## config.mk

```make
export PLATFORM = sky130hd
export DESIGN_NAME = id_ex_stage
export DESIGN_NICKNAME = d
export VERILOG_FILES = /design/src/rtl/id_ex_stage.sv
export SDC_FILE = /design/constraint.sdc
export NUM_CORES = 1
export LEC_CHECK = 0
export CAP_MARGIN = 30
export CELL_PAD_IN_SITES_DETAIL_PLACEMENT = 1
export CELL_PAD_IN_SITES_GLOBAL_PLACEMENT = 1
export CORE_ASPECT_RATIO = 0.6
export CORE_MARGIN = 2
export CORE_UTILIZATION = 27
export CTS_CLUSTER_DIAMETER = 40
export DETAILED_ROUTE_END_ITERATION = 10
export HOLD_SLACK_MARGIN = 0.05
export MAX_ROUTING_LAYER = met4
export PLACE_DENSITY = 0.94
export SETUP_SLACK_MARGIN = 0.5
export SYNTH_ARGS = -nofsm -noshare
export SYNTH_HDL_FRONTEND = slang
export SYNTH_SLANG_ARGS = --single-unit
```

## constraint.sdc

```tcl
create_clock -name clk -period 4.14 [get_ports clk]
set_clock_uncertainty 0.2 [all_clocks]
set_input_delay 0.621 -clock clk [delete_from_list [all_inputs] [get_ports clk]]
set_output_delay 0.621 -clock clk [all_outputs]
set_load 0.01 [all_outputs]
```

## src/rtl/id_ex_stage.sv

```systemverilog
// ID/EX pipeline register and ALU operand select with RAW forwarding and load-use bubbles.
// Build option: define ID_EX_FWD_EN to enable the EX/MEM and MEM/WB forward muxes.
`timescale 1ns/1ps
module id_ex_stage #(
  parameter int DW  = 32,
  parameter int RW  = 5,
  parameter int OPW = 4
) (
  input  logic           clk,
  input  logic           rst_n,
  input  logic           id_valid,
  input  logic [DW-1:0]  id_rs_data,
  input  logic [DW-1:0]  id_rt_data,
  input  logic [15:0]    id_imm,
  input  logic [RW-1:0]  id_rs,
  input  logic [RW-1:0]  id_rt,
  input  logic [RW-1:0]  id_wr_idx,
  input  logic [OPW-1:0] id_alu_operation,
  input  logic           id_alu_src,
  input  logic           id_reg_write,
  input  logic           id_mem_read,
  input  logic           id_mem_write,
  input  logic           id_mem_to_reg,
  input  logic           stall,
  input  logic           flush,
  input  logic           exm_reg_write,
  input  logic [RW-1:0]  exm_wr_idx,
  input  logic [DW-1:0]  exm_result,
  input  logic           wb_reg_write,
  input  logic [RW-1:0]  wb_wr_idx,
  input  logic [DW-1:0]  wb_data,
  output logic [DW-1:0]  in1,
  output logic [DW-1:0]  in2,
  output logic [OPW-1:0] alu_operation,
  output logic [DW-1:0]  ex_store_data,
  output logic           ex_valid,
  output logic [RW-1:0]  ex_wr_idx,
  output logic           ex_reg_write,
  output logic           ex_mem_read,
  output logic           ex_mem_write,
  output logic           ex_mem_to_reg,
  output logic           hazard_hold
);

  localparam logic [OPW-1:0] OP_ADD = OPW'(4'b0010);

  // Latched operand state: source indices and register-file values for the forward muxes.
  logic [RW-1:0] rs_idx;
  logic [RW-1:0] rt_idx;
  logic [DW-1:0] rs_val;
  logic [DW-1:0] rt_val;
  logic [15:0]   imm_q;
  logic          alu_src_q;
  logic [DW-1:0] fwd_rs;
  logic [DW-1:0] fwd_rt;
  logic          rt_used;
  logic          kill;

  // rt is a true source unless the immediate replaces it, except for stores which read it.
  assign rt_used = !id_alu_src || id_mem_write;

`ifdef ID_EX_FWD_EN
  always_comb begin
    fwd_rs = rs_val;
    if (rs_idx != '0) begin
      if (exm_reg_write && exm_wr_idx == rs_idx)     fwd_rs = exm_result;
      else if (wb_reg_write && wb_wr_idx == rs_idx)  fwd_rs = wb_data;
    end
  end

  always_comb begin
    fwd_rt = rt_val;
    if (rt_idx != '0) begin
      if (exm_reg_write && exm_wr_idx == rt_idx)     fwd_rt = exm_result;
      else if (wb_reg_write && wb_wr_idx == rt_idx)  fwd_rt = wb_data;
    end
  end

  // Only a load still in EX cannot be covered by forwarding.
  always_comb begin
    hazard_hold = id_valid && ex_valid && ex_mem_read && (ex_wr_idx != '0) &&
                  ((ex_wr_idx == id_rs) || (rt_used && ex_wr_idx == id_rt));
  end
`else
  logic unused_fwd;
  assign unused_fwd = ^{exm_result, wb_reg_write, wb_wr_idx, wb_data};
  assign fwd_rs = rs_val;
  assign fwd_rt = rt_val;

  // Without forwarding, any producer still ahead of the register-file write must drain first.
  always_comb begin
    hazard_hold = 1'b0;
    if (id_valid) begin
      if (id_rs != '0 &&
          ((ex_valid && ex_reg_write && ex_wr_idx == id_rs) ||
           (exm_reg_write && exm_wr_idx == id_rs)))
        hazard_hold = 1'b1;
      if (rt_used && id_rt != '0 &&
          ((ex_valid && ex_reg_write && ex_wr_idx == id_rt) ||
           (exm_reg_write && exm_wr_idx == id_rt)))
        hazard_hold = 1'b1;
    end
  end
`endif

  // Handshake: hazard_hold asks IF/ID to keep its instruction; stall freezes this stage
  // unless flush or a load-use bubble overrides it on the same edge.
  assign kill = flush || hazard_hold;

  always_ff @(posedge clk or negedge rst_n) begin
    if (!rst_n) begin
      ex_valid      <= 1'b0;
      ex_reg_write  <= 1'b0;
      ex_mem_read   <= 1'b0;
      ex_mem_write  <= 1'b0;
      ex_mem_to_reg <= 1'b0;
    end else if (kill) begin
      ex_valid      <= 1'b0;
      ex_reg_write  <= 1'b0;
      ex_mem_read   <= 1'b0;
      ex_mem_write  <= 1'b0;
      ex_mem_to_reg <= 1'b0;
    end else if (!stall) begin
      ex_valid      <= id_valid;
      ex_reg_write  <= id_valid && id_reg_write;
      ex_mem_read   <= id_valid && id_mem_read;
      ex_mem_write  <= id_valid && id_mem_write;
      ex_mem_to_reg <= id_valid && id_mem_to_reg;
    end
  end

  // While held, operands absorb forwarded values so a producer leaving WB is not lost.
  always_ff @(posedge clk or negedge rst_n) begin
    if (!rst_n) begin
      rs_idx        <= '0;
      rt_idx        <= '0;
      rs_val        <= '0;
      rt_val        <= '0;
      imm_q         <= '0;
      alu_src_q     <= 1'b0;
      alu_operation <= OP_ADD;
      ex_wr_idx     <= '0;
    end else if (kill || !stall) begin
      rs_idx        <= id_rs;
      rt_idx        <= id_rt;
      rs_val        <= id_rs_data;
      rt_val        <= id_rt_data;
      imm_q         <= id_imm;
      alu_src_q     <= id_alu_src;
      alu_operation <= id_alu_operation;
      ex_wr_idx     <= id_wr_idx;
    end else begin
      rs_val        <= fwd_rs;
      rt_val        <= fwd_rt;
    end
  end

  assign in1           = fwd_rs;
  assign in2           = alu_src_q ? {{(DW-16){imm_q[15]}}, imm_q} : fwd_rt;
  assign ex_store_data = fwd_rt;

endmodule

```

==> results of run 1 <==
-- final timing paths --
path,start,end,slack [ps],cells past startpoint
setup / recovery,id_rs[3],hazard_hold,720,6
hold / removal,rst_n,ex_store_data[4],90,2
setup reg to reg,ex_wr_idx[2],ex_store_data[20],1740,6
hold reg to reg,alu_operation[1],alu_operation[1],290,2
max in group asynchronous,rst_n,imm_q[15],3140,2
min in group clk,alu_operation[1],alu_operation[1],290,2
-- cell type report --
class	instances	area (um2)
fillers	1889	9090
flip-flops and latches	95	2380
repair buffers	234	2350
multi-input cells	317	1830
well taps	228	285
clock buffers	10	239
inverters	56	210
clock inverters	6	58.8
-- worst reg2reg max path: cells and delay by family (launching register included) --
kind	cells	cell delay [ps]
and+or+nand+nor	1	280
DFF	1	450
AOI/OAI and AO/OA	3	720
buffers and inverters	1	430
xor gates and xnor gates	1	170
-- power by group --
part           leakage, nW  switching, mW  internal, mW
registers             1.16         0.0625          1.02
clock network        0.145          0.404         0.441
logic                 1.87          0.310         0.378
-- cells by family after synthesis --
logic type                count (synthesis)  synth area share [%]
and+or+nand+nor                         165                  14.7
AOI/OAI and AO/OA                       132                  20.5
buffers and inverters                   103                  9.40
xor gates and xnor gates                 20                  3.80
DFF                                      95                  51.7
-- cells in the final DEF (no fill, tap or decap), types with 2 or more instances in the layout --
master / n
clkdlybuf4s50_1: 223
nand2_1: 144
dfrtp_1: 93
inv_1: 56
o32ai_1: 54
o22ai_1: 37
o21ai_0: 32
xor2_1: 18
clkbuf_16: 9
buf_4: 7
nor2_1: 6
nor3_2: 5
nor4_1: 4
a22oi_1: 3
inv_8: 3
buf_12: 3
or4_1: 2
xnor2_1: 2
a32oi_1: 2
a21oi_1: 2
-- through the flow --
step | instance area (um2) | util, %
after floorplan | 4600 | -
after global placement | 7050 | 42.9
after detailed placement | 7050 | 42.9
after CTS | 7350 | 44.7
after global routing | 7350 | 44.7
final | 7350 | 44.7
-- metal layers --
| metal | GRT usage (%) | vias up | routed length (um) |
|---|---|---|---|
| met4 | 3.42 | 0 | 111 |
| li1 | - | 2161 | - |
| met1 | 25.1 | 2293 | 7930 |
| met2 | 31.2 | 179 | 8010 |
| met5 | - | - | 0 |
| met3 | 5.09 | 9 | 1130 |
-- repair_timing --
item / 4_1_cts / 5_1_grt
pin swaps: 0 / 0
endpoints found under the hold margin: 0 / 0
setup endpoints to repair: 1 / 9
resized for setup: 1 / 1
==> flow_metrics.tcl, run 1 <==
set metrics [dict create \
    total_power_mw 2.61 \
    n_antenna_cell 0 \
    ys_warn_count 0 \
    drv_cap 0 \
    std_cell_rows 36 \
    drive_gt1_share_pct 5.43 \
    antenna_found_initial 0 \
    die_height_um 105 \
    finalSetupViolations 0 \
    first_pass_iters 4 \
    cts_setup_buffers 0 \
    period_needed_ps 3420 \
    hpwl_mm 12.2 \
    crit_slowest_cell "clkdlybuf4s50_1" \
    status "complete, no violations" \
    synth_commonest_cells "nand2_1, dfrtp_1, inv_1, o32ai_1, o22ai_1" \
    syn-cell-area_um2 4600 \
    instances_no_fill 946 \
    clk_latency_ps 340 \
    ioPinCount 296 \
    numCtsBuffers 9 \
    peakVddDrop_mv 0.196 \
    relSlewSlack_pct 57.3 \
    slowest_delay_ps 490 \
    dp_slack_ps 427 \
    fp.dieW_um 173 \
    track_usage_pct 19.5 \
    netlist_top_cells_area "dfrtp_1, nand2_1, o32ai_1, o22ai_1, inv_1" \
    drtIter0Drc 270 \
    fin_crit_sh_pct 82.6 \
    ys_types 26 \
    drc 0 \
    fmax_ghz 0.292 \
    syn_nets 700 \
    syn_inst 515 \
    synth_edf_count 0 \
    arrival_ps 2600 \
    root_buffer "clkbuf_16" \
    finalHoldViolations 0 \
    crit_family "buffers and inverters" \
    grt-ovfl-total 0 \
    syn_area_per_cell_um2 8.94 \
    ys_seq_area_share_pct 51.7 \
    ys.flop_type "dfrtp_1" \
    rsz0062_at_grt "no" \
    finalSetupTns_ps 0 \
    path_class "input port to output pin" \
    worstPathRequired_ps 3320 \
    clock_sinks 95 \
    cp_max_fo 3 \
    initial_core_util_pct 28.0 \
    place_inst 930 \
    die_area_um2 18100 \
    start_kind "input port" \
    avgRoutedWirePerCell_um 18.2 \
    grt_max_degree 96 \
    yosysMostFrequentCell "nand2_1" \
    synthToLayoutAreaGrowth_pct 59.7 \
    synth_top_area_share_pct 51.1 \
    globalplace.congestion 0.863 \
    wirelength_mm 17.2 \
    final_antenna_net_count 0 \
    first_global_vias 4911 \
    cts_tree "yes" \
    worst_hold_slack_ps 85.9 \
    core_area_um2 16400 \
    p_leak_nw 3.18 \
    num_vias 4642 \
    port_buffers 225 \
    critPathCaptureType "output pin" \
    h-tree-depth 3 \
    vias_per_cell 4.91 \
    cts_buffer_depth 2 \
    synthArstFlopShare_pct 100 \
    worstMarginPinSlew_ps 640 \
    finalWorstSetupSlack_ps 719 \
    slew_viol_final 0 \
    synth_top_area_cell "dfrtp_1" \
    hold_class "input port to async pin" \
    cts_hold_buf 0 \
    synth-seq-cells 95 \
    power_density_nw_per_um2 355 \
    path_clk_slew_ps 80 \
    grt_pass1_wl_mm 27.2 \
    critPathBufInv 2 \
    cp_cell_sequence "clkdlybuf4s50_1, xor2_1, nor4_1, a32oi_1, o32ai_4, dlygate4sd2_1" \
    nets 898 \
]
(Power assumes the default switching activity.)
==> run 2, diff against run 1 <==
--- a/config.mk
+++ b/config.mk
@@ -10,12 +10,12 @@
 export CELL_PAD_IN_SITES_GLOBAL_PLACEMENT = 1
 export CORE_ASPECT_RATIO = 0.6
 export CORE_MARGIN = 2
-export CORE_UTILIZATION = 27
+export CORE_UTILIZATION = 25
 export CTS_CLUSTER_DIAMETER = 40
 export DETAILED_ROUTE_END_ITERATION = 10
 export HOLD_SLACK_MARGIN = 0.05
 export MAX_ROUTING_LAYER = met4
-export PLACE_DENSITY = 0.94
+export PLACE_DENSITY = 0.89
 export SETUP_SLACK_MARGIN = 0.5
 export SYNTH_ARGS = -nofsm -noshare
 export SYNTH_HDL_FRONTEND = slang
==> constraint.sdc (replaced) <==
create_clock -name clk -period 3.2 [get_ports clk]
set_clock_uncertainty 0.2 [all_clocks]
set_input_delay 0.48 -clock clk [delete_from_list [all_inputs] [get_ports clk]]
set_output_delay 0.48 -clock clk [all_outputs]
set_load 0.01 [all_outputs]
==> run 2 against run 1 <==
  * Cell area rose by 3.8%
  * Via count rose by 1.1%
  * Sequential power rose by 29%
  * Clock-buffer cell count did not move
  * Total power rose by 33%
  * First-iteration DRC count fell by 1.5%
  * Clock power rose by 36%
  * Sequential share of layout area fell by 1.2 points
  * Die area rose by 7.7%
  * Combinational power rose by 35%
==> flow_metrics.tcl, run 2 (synthesis results as in run 1) <==
set metrics [dict create \
    cts_buffer_depth 2 \
    relSlewSlack_pct 54.6 \
    initial_core_util_pct 25.5 \
    die_height_um 109 \
    mostFrequentLayoutCells "clkdlybuf4s50_1, nand2_1, dfrtp_1" \
    first_pass_iters 4 \
    core_area_um2 18100 \
    avgRoutedWirePerCell_um 18.1 \
    ioPinCount 296 \
    std_cell_rows 38 \
    hpwl_mm 12.2 \
    finalHoldViolations 0 \
    globalplace.congestion 0.834 \
    num_vias 4691 \
    finalSetupViolations 0 \
    slew_viol_final 0 \
    placed_cell_area_um2 7210 \
    final_common_cell "clkdlybuf4s50_1" \
    root_buffer "clkbuf_16" \
    wirelength_mm 17.6 \
    die_area_um2 19600 \
    critPathBufInv 3 \
    fp.dieW_um 179 \
    h-tree-depth 3 \
    arrival_ps 1950 \
    clk_latency_ps 340 \
    grt-ovfl-total 0 \
    vias_per_cell 4.82 \
    n_antenna_cell 0 \
    synthToLayoutAreaGrowth_pct 65.8 \
    fin_crit_sh_pct 82.3 \
    crit_slowest_cell "clkdlybuf4s50_1" \
    critPathCaptureType "output pin" \
    final_area_um2 7630 \
    first_global_vias 4933 \
    track_usage_pct 18.4 \
    rsz0062_at_grt "yes" \
    fmax_ghz 0.380 \
    path_clk_slew_ps 70 \
    path_class "input port to output pin" \
    drive_gt1_share_pct 9.40 \
    cts_tree "yes" \
    power_density_nw_per_um2 454 \
    cp_max_fo 2 \
    status "complete, no violations" \
    drc 0 \
    clock_sinks 95 \
    peakVddDrop_mv 0.204 \
    start_kind "input port" \
    final_antenna_net_count 0 \
    worstPathRequired_ps 2520 \
    hold_class "register to register" \
    period_needed_ps 2630 \
    drtIter0Drc 266 \
    p_leak_nw 3.36 \
    crit_family "buffers and inverters" \
    grt_pass1_wl_mm 26.9 \
    nets 914 \
    worstMarginPinSlew_ps 681 \
    worst_hold_slack_ps 288 \
    port_buffers 225 \
    grt_max_degree 91 \
    slowest_delay_ps 500 \
    antenna_found_initial 0 \
    numCtsBuffers 9 \
    cp_cell_sequence "clkdlybuf4s50_1, buf_4, xor2_1, nor4_2, a32oi_2, o32ai_4, buf_6" \
    drv_cap 0 \
]
## run 2: changes by cell type in the layout (fill, tap and decap cells not counted), sizes merged, moves of 2 or more
cell	before	now
clkdlybuf4s50	223	210
dlymetal6s2s	0	6
clkdlybuf4s15	0	2
clkbuf	10	13
buf	10	26
## run 2: area by class of cell
cell class	count	area [um2]
Inverter	56	210
Timing Repair Buffer	250	2530
Fill cell	2082	10400
Tap cell	240	300
Clock buffer	10	239
Multi-Input combinational cell	317	1900
Sequential cell	95	2380
Clock inverter	6	75.1
## run 2: metal layers
layer | track usage [%] | share of wire (%)
met1 | 22.9 | 46
met2 | 29.6 | 46
met3 | 5.96 | 7.9
met4 | 3.23 | 0.91
met5 | - | 0
## run 2: power by group
part	total (mW)	switching [mW]	internal, mW
logic	0.930	0.424	0.506
registers	1.39	0.0718	1.31
clock network	1.15	0.508	0.641
## run 2: repair_timing
item / 4_1_cts / 5_1_grt
pin swaps: 3 / 8
buffers inserted: 1 / 2
setup endpoints to repair: 45 / 33
hold endpoints to repair: 46 / 0
hold buffers: 1 / 0
gates resized for setup: 20 / 22
## run 2: worst reg2reg max path, cell delays in order (launching register included)
cell and delay [ps]:
dfrtp_2 450, xor2_1 160, nor4_2 300, a32oi_2 140, o32ai_4 370, buf_4 190
buf_4 350, o22ai_1 170
## run 2: final timing paths
path	start	to	slack (ps)	cells past startpoint
min in group asynchronous	rst_n	in1[10]	530	2
setup reg to reg	ex_wr_idx[2]	in1[1]	720	7
max in group asynchronous	rst_n	ex_wr_idx[2]	1530	3
hold reg to reg	alu_operation[1]	alu_operation[1]	290	2
setup / recovery	id_rt[1]	hazard_hold	570	7
hold / removal	alu_operation[1]	alu_operation[1]	290	2
## run 2: metrics by stage
stage	setup TNS, ps	util, %	std cells	worst slack [ps]	power (mW)
5_1_grt	0	42.2	974	489	3.65
4_1_cts	0	41.9	972	409	3.51
6_report	0	42.2	974	566	3.46
3_3_place_gp	-90.0	39.9	954	-90.0	2.30
2_1_floorplan	0	-	515	837	1.73
3_5_place_dp	-156	39.9	954	-156	2.33
==> run 3, diff against run 2 <==
==> constraint.sdc (replaced) <==
create_clock -name clk -period 2.6 [get_ports clk]
set_clock_uncertainty 0.2 [all_clocks]
set_input_delay 0.39 -clock clk [delete_from_list [all_inputs] [get_ports clk]]
set_output_delay 0.39 -clock clk [all_outputs]
set_load 0.01 [all_outputs]
==> run 3 against run 2 <==
  * Clock power increased by 18%
  * Clock-buffer cell count is the same
  * Combinational power grew 38%
  * Die area is the same
  * Cell area is 11% higher
  * Critical path depth rose by 2
  * Flip-flop and latch count unchanged
==> flow_metrics.tcl, run 3 (synthesis results as in run 1) <==
set metrics [dict create \
    total_power_mw 4.36 \
    synthToLayoutAreaGrowth_pct 83.5 \
    period_needed_ps 2450 \
    fin_util_pct 46.8 \
    drv_cap 0 \
    wirelength_mm 20.4 \
    hold_class "input port to async pin" \
    root_buffer "clkbuf_16" \
    path_class "input port to register" \
    fmax_ghz 0.407 \
    status "complete, no violations" \
    numCtsBuffers 9 \
    slew_viol_final 0 \
    grt-ovfl-total 0 \
    grt_pass1_wl_mm 29.7 \
    ioPinCount 296 \
    cts_buffer_depth 2 \
    critPathCaptureType "register" \
    start_kind "input port" \
    drc 0 \
    hpwl_mm 12.6 \
    worstPathRequired_ps 2660 \
    core_area_um2 18100 \
    drive_gt1_share_pct 23.6 \
    num_vias 4919 \
    arrival_ps 2520 \
    initial_core_util_pct 25.5 \
    vias_per_cell 4.92 \
    final_antenna_net_count 0 \
    clk_latency_ps 360 \
    grt_max_degree 52 \
    final_common_cell "clkdlybuf4s50_1" \
    die_height_um 109 \
    n_antenna_cell 0 \
    relSlewSlack_pct 72.4 \
    peakVddDrop_mv 0.292 \
    clock_sinks 95 \
    mostFrequentLayoutCells "clkdlybuf4s50_1, nand2_1, dfrtp_1" \
    antenna_found_initial 0 \
    worstMarginPinSlew_ps 415 \
    finalSetupViolations 0 \
    power_density_nw_per_um2 516 \
    drtIter0Drc 234 \
    track_usage_pct 20.8 \
    cts_tree "yes" \
    die_area_um2 19600 \
    first_global_vias 5311 \
    fin_crit_sh_pct 94.4 \
    fp.dieW_um 179 \
    path_clk_slew_ps 80 \
    first_pass_iters 4 \
    finalHoldViolations 0 \
    std_cell_rows 38 \
    nets 940 \
    port_buffers 225 \
    avgRoutedWirePerCell_um 20.4 \
    rsz0062_at_grt "yes" \
    p_leak_nw 3.69 \
    globalplace.congestion 0.836 \
    h-tree-depth 3 \
    cp_max_fo 15 \
]
[run 3: cell types whose count changed in the layout (fill, tap and decap cells not counted), sizes merged]
| cell | change |
|---|---|
| dlymetal6s2s | -6 |
| clkdlybuf4s50 | -33 |
| nand2 | +1 |
| dlygate4sd2 | +11 |
| clkdlybuf4s15 | +7 |
| clkinv | +1 |
| buf | +23 |
| bufinv | -1 |
| bufbuf | +2 |
| clkbuf | +21 |
[run 3: layout make-up]
type | instances | area (um2)
well taps | 240 | 300
repair buffers | 275 | 2880
fillers | 2008 | 9620
clock buffers | 10 | 239
inverters | 56 | 210
flip-flops and latches | 95 | 2380
clock inverters | 6 | 61.3
multi-input cells | 318 | 2370
[run 3: path summary, 6_finish.rpt]
check,startpoint,to,slack (ps),depth (start not counted)
setup / recovery,id_rt[3],ex_store_data[2],150,9
hold / removal,rst_n,ex_store_data[17],320,2
setup reg to reg,ex_wr_idx[1],ex_store_data[2],180,9
hold reg to reg,in1[30],in1[30],340,2
max in group asynchronous,rst_n,alu_operation[1],1170,3
min in group clk,in1[30],in1[30],340,2
[run 3: per-stage QoR]
stage          TNS [ps]  setup slack [ps]  hold slack, ps  cell area (um2)  cells
2_1_floorplan         0               403            -106             4600    515
3_3_place_gp     -27960              -514             144             7290    962
3_5_place_dp     -32730              -566             147             7290    962
4_1_cts               0               138             320             8250    995
5_1_grt               0              83.9             339             8450   1000
6_report              0               145             316             8450   1000
[run 3: routing by layer]
metal	vias to the layer above	global-route usage (%)	part of all wire, %
met4	0	5.13	1.3
met2	181	34.1	46
met5	-	-	0
li1	2252	-	-
met1	2464	25.0	45
met3	22	6.59	7.8
[run 3: report_power, final]
group	switching, mW	internal, mW
combinational	0.607	0.671
sequential	0.100	1.62
clock	0.661	0.700
[run 3: worst max-delay path, stage by stage]
cell	delay [ps]
dlygate4sd2_1	290
or4_4	530
o22ai_4	170
or2_4	160
o32ai_4	90
buf_4	180
buf_12	150
bufbuf_16	300
o32ai_1	260
[run 3: repair_timing]
| action | CTS | global route |
|---|---|---|
| buffers inserted | 9 | 1 |
| gates resized for setup | 139 | 90 |
| hold endpoints to repair | 27 | 0 |
| pin swaps | 18 | 1 |
| hold buffers | 1 | 0 |
| gates cloned | 7 | 4 |
| setup endpoints to repair | 128 | 123 |
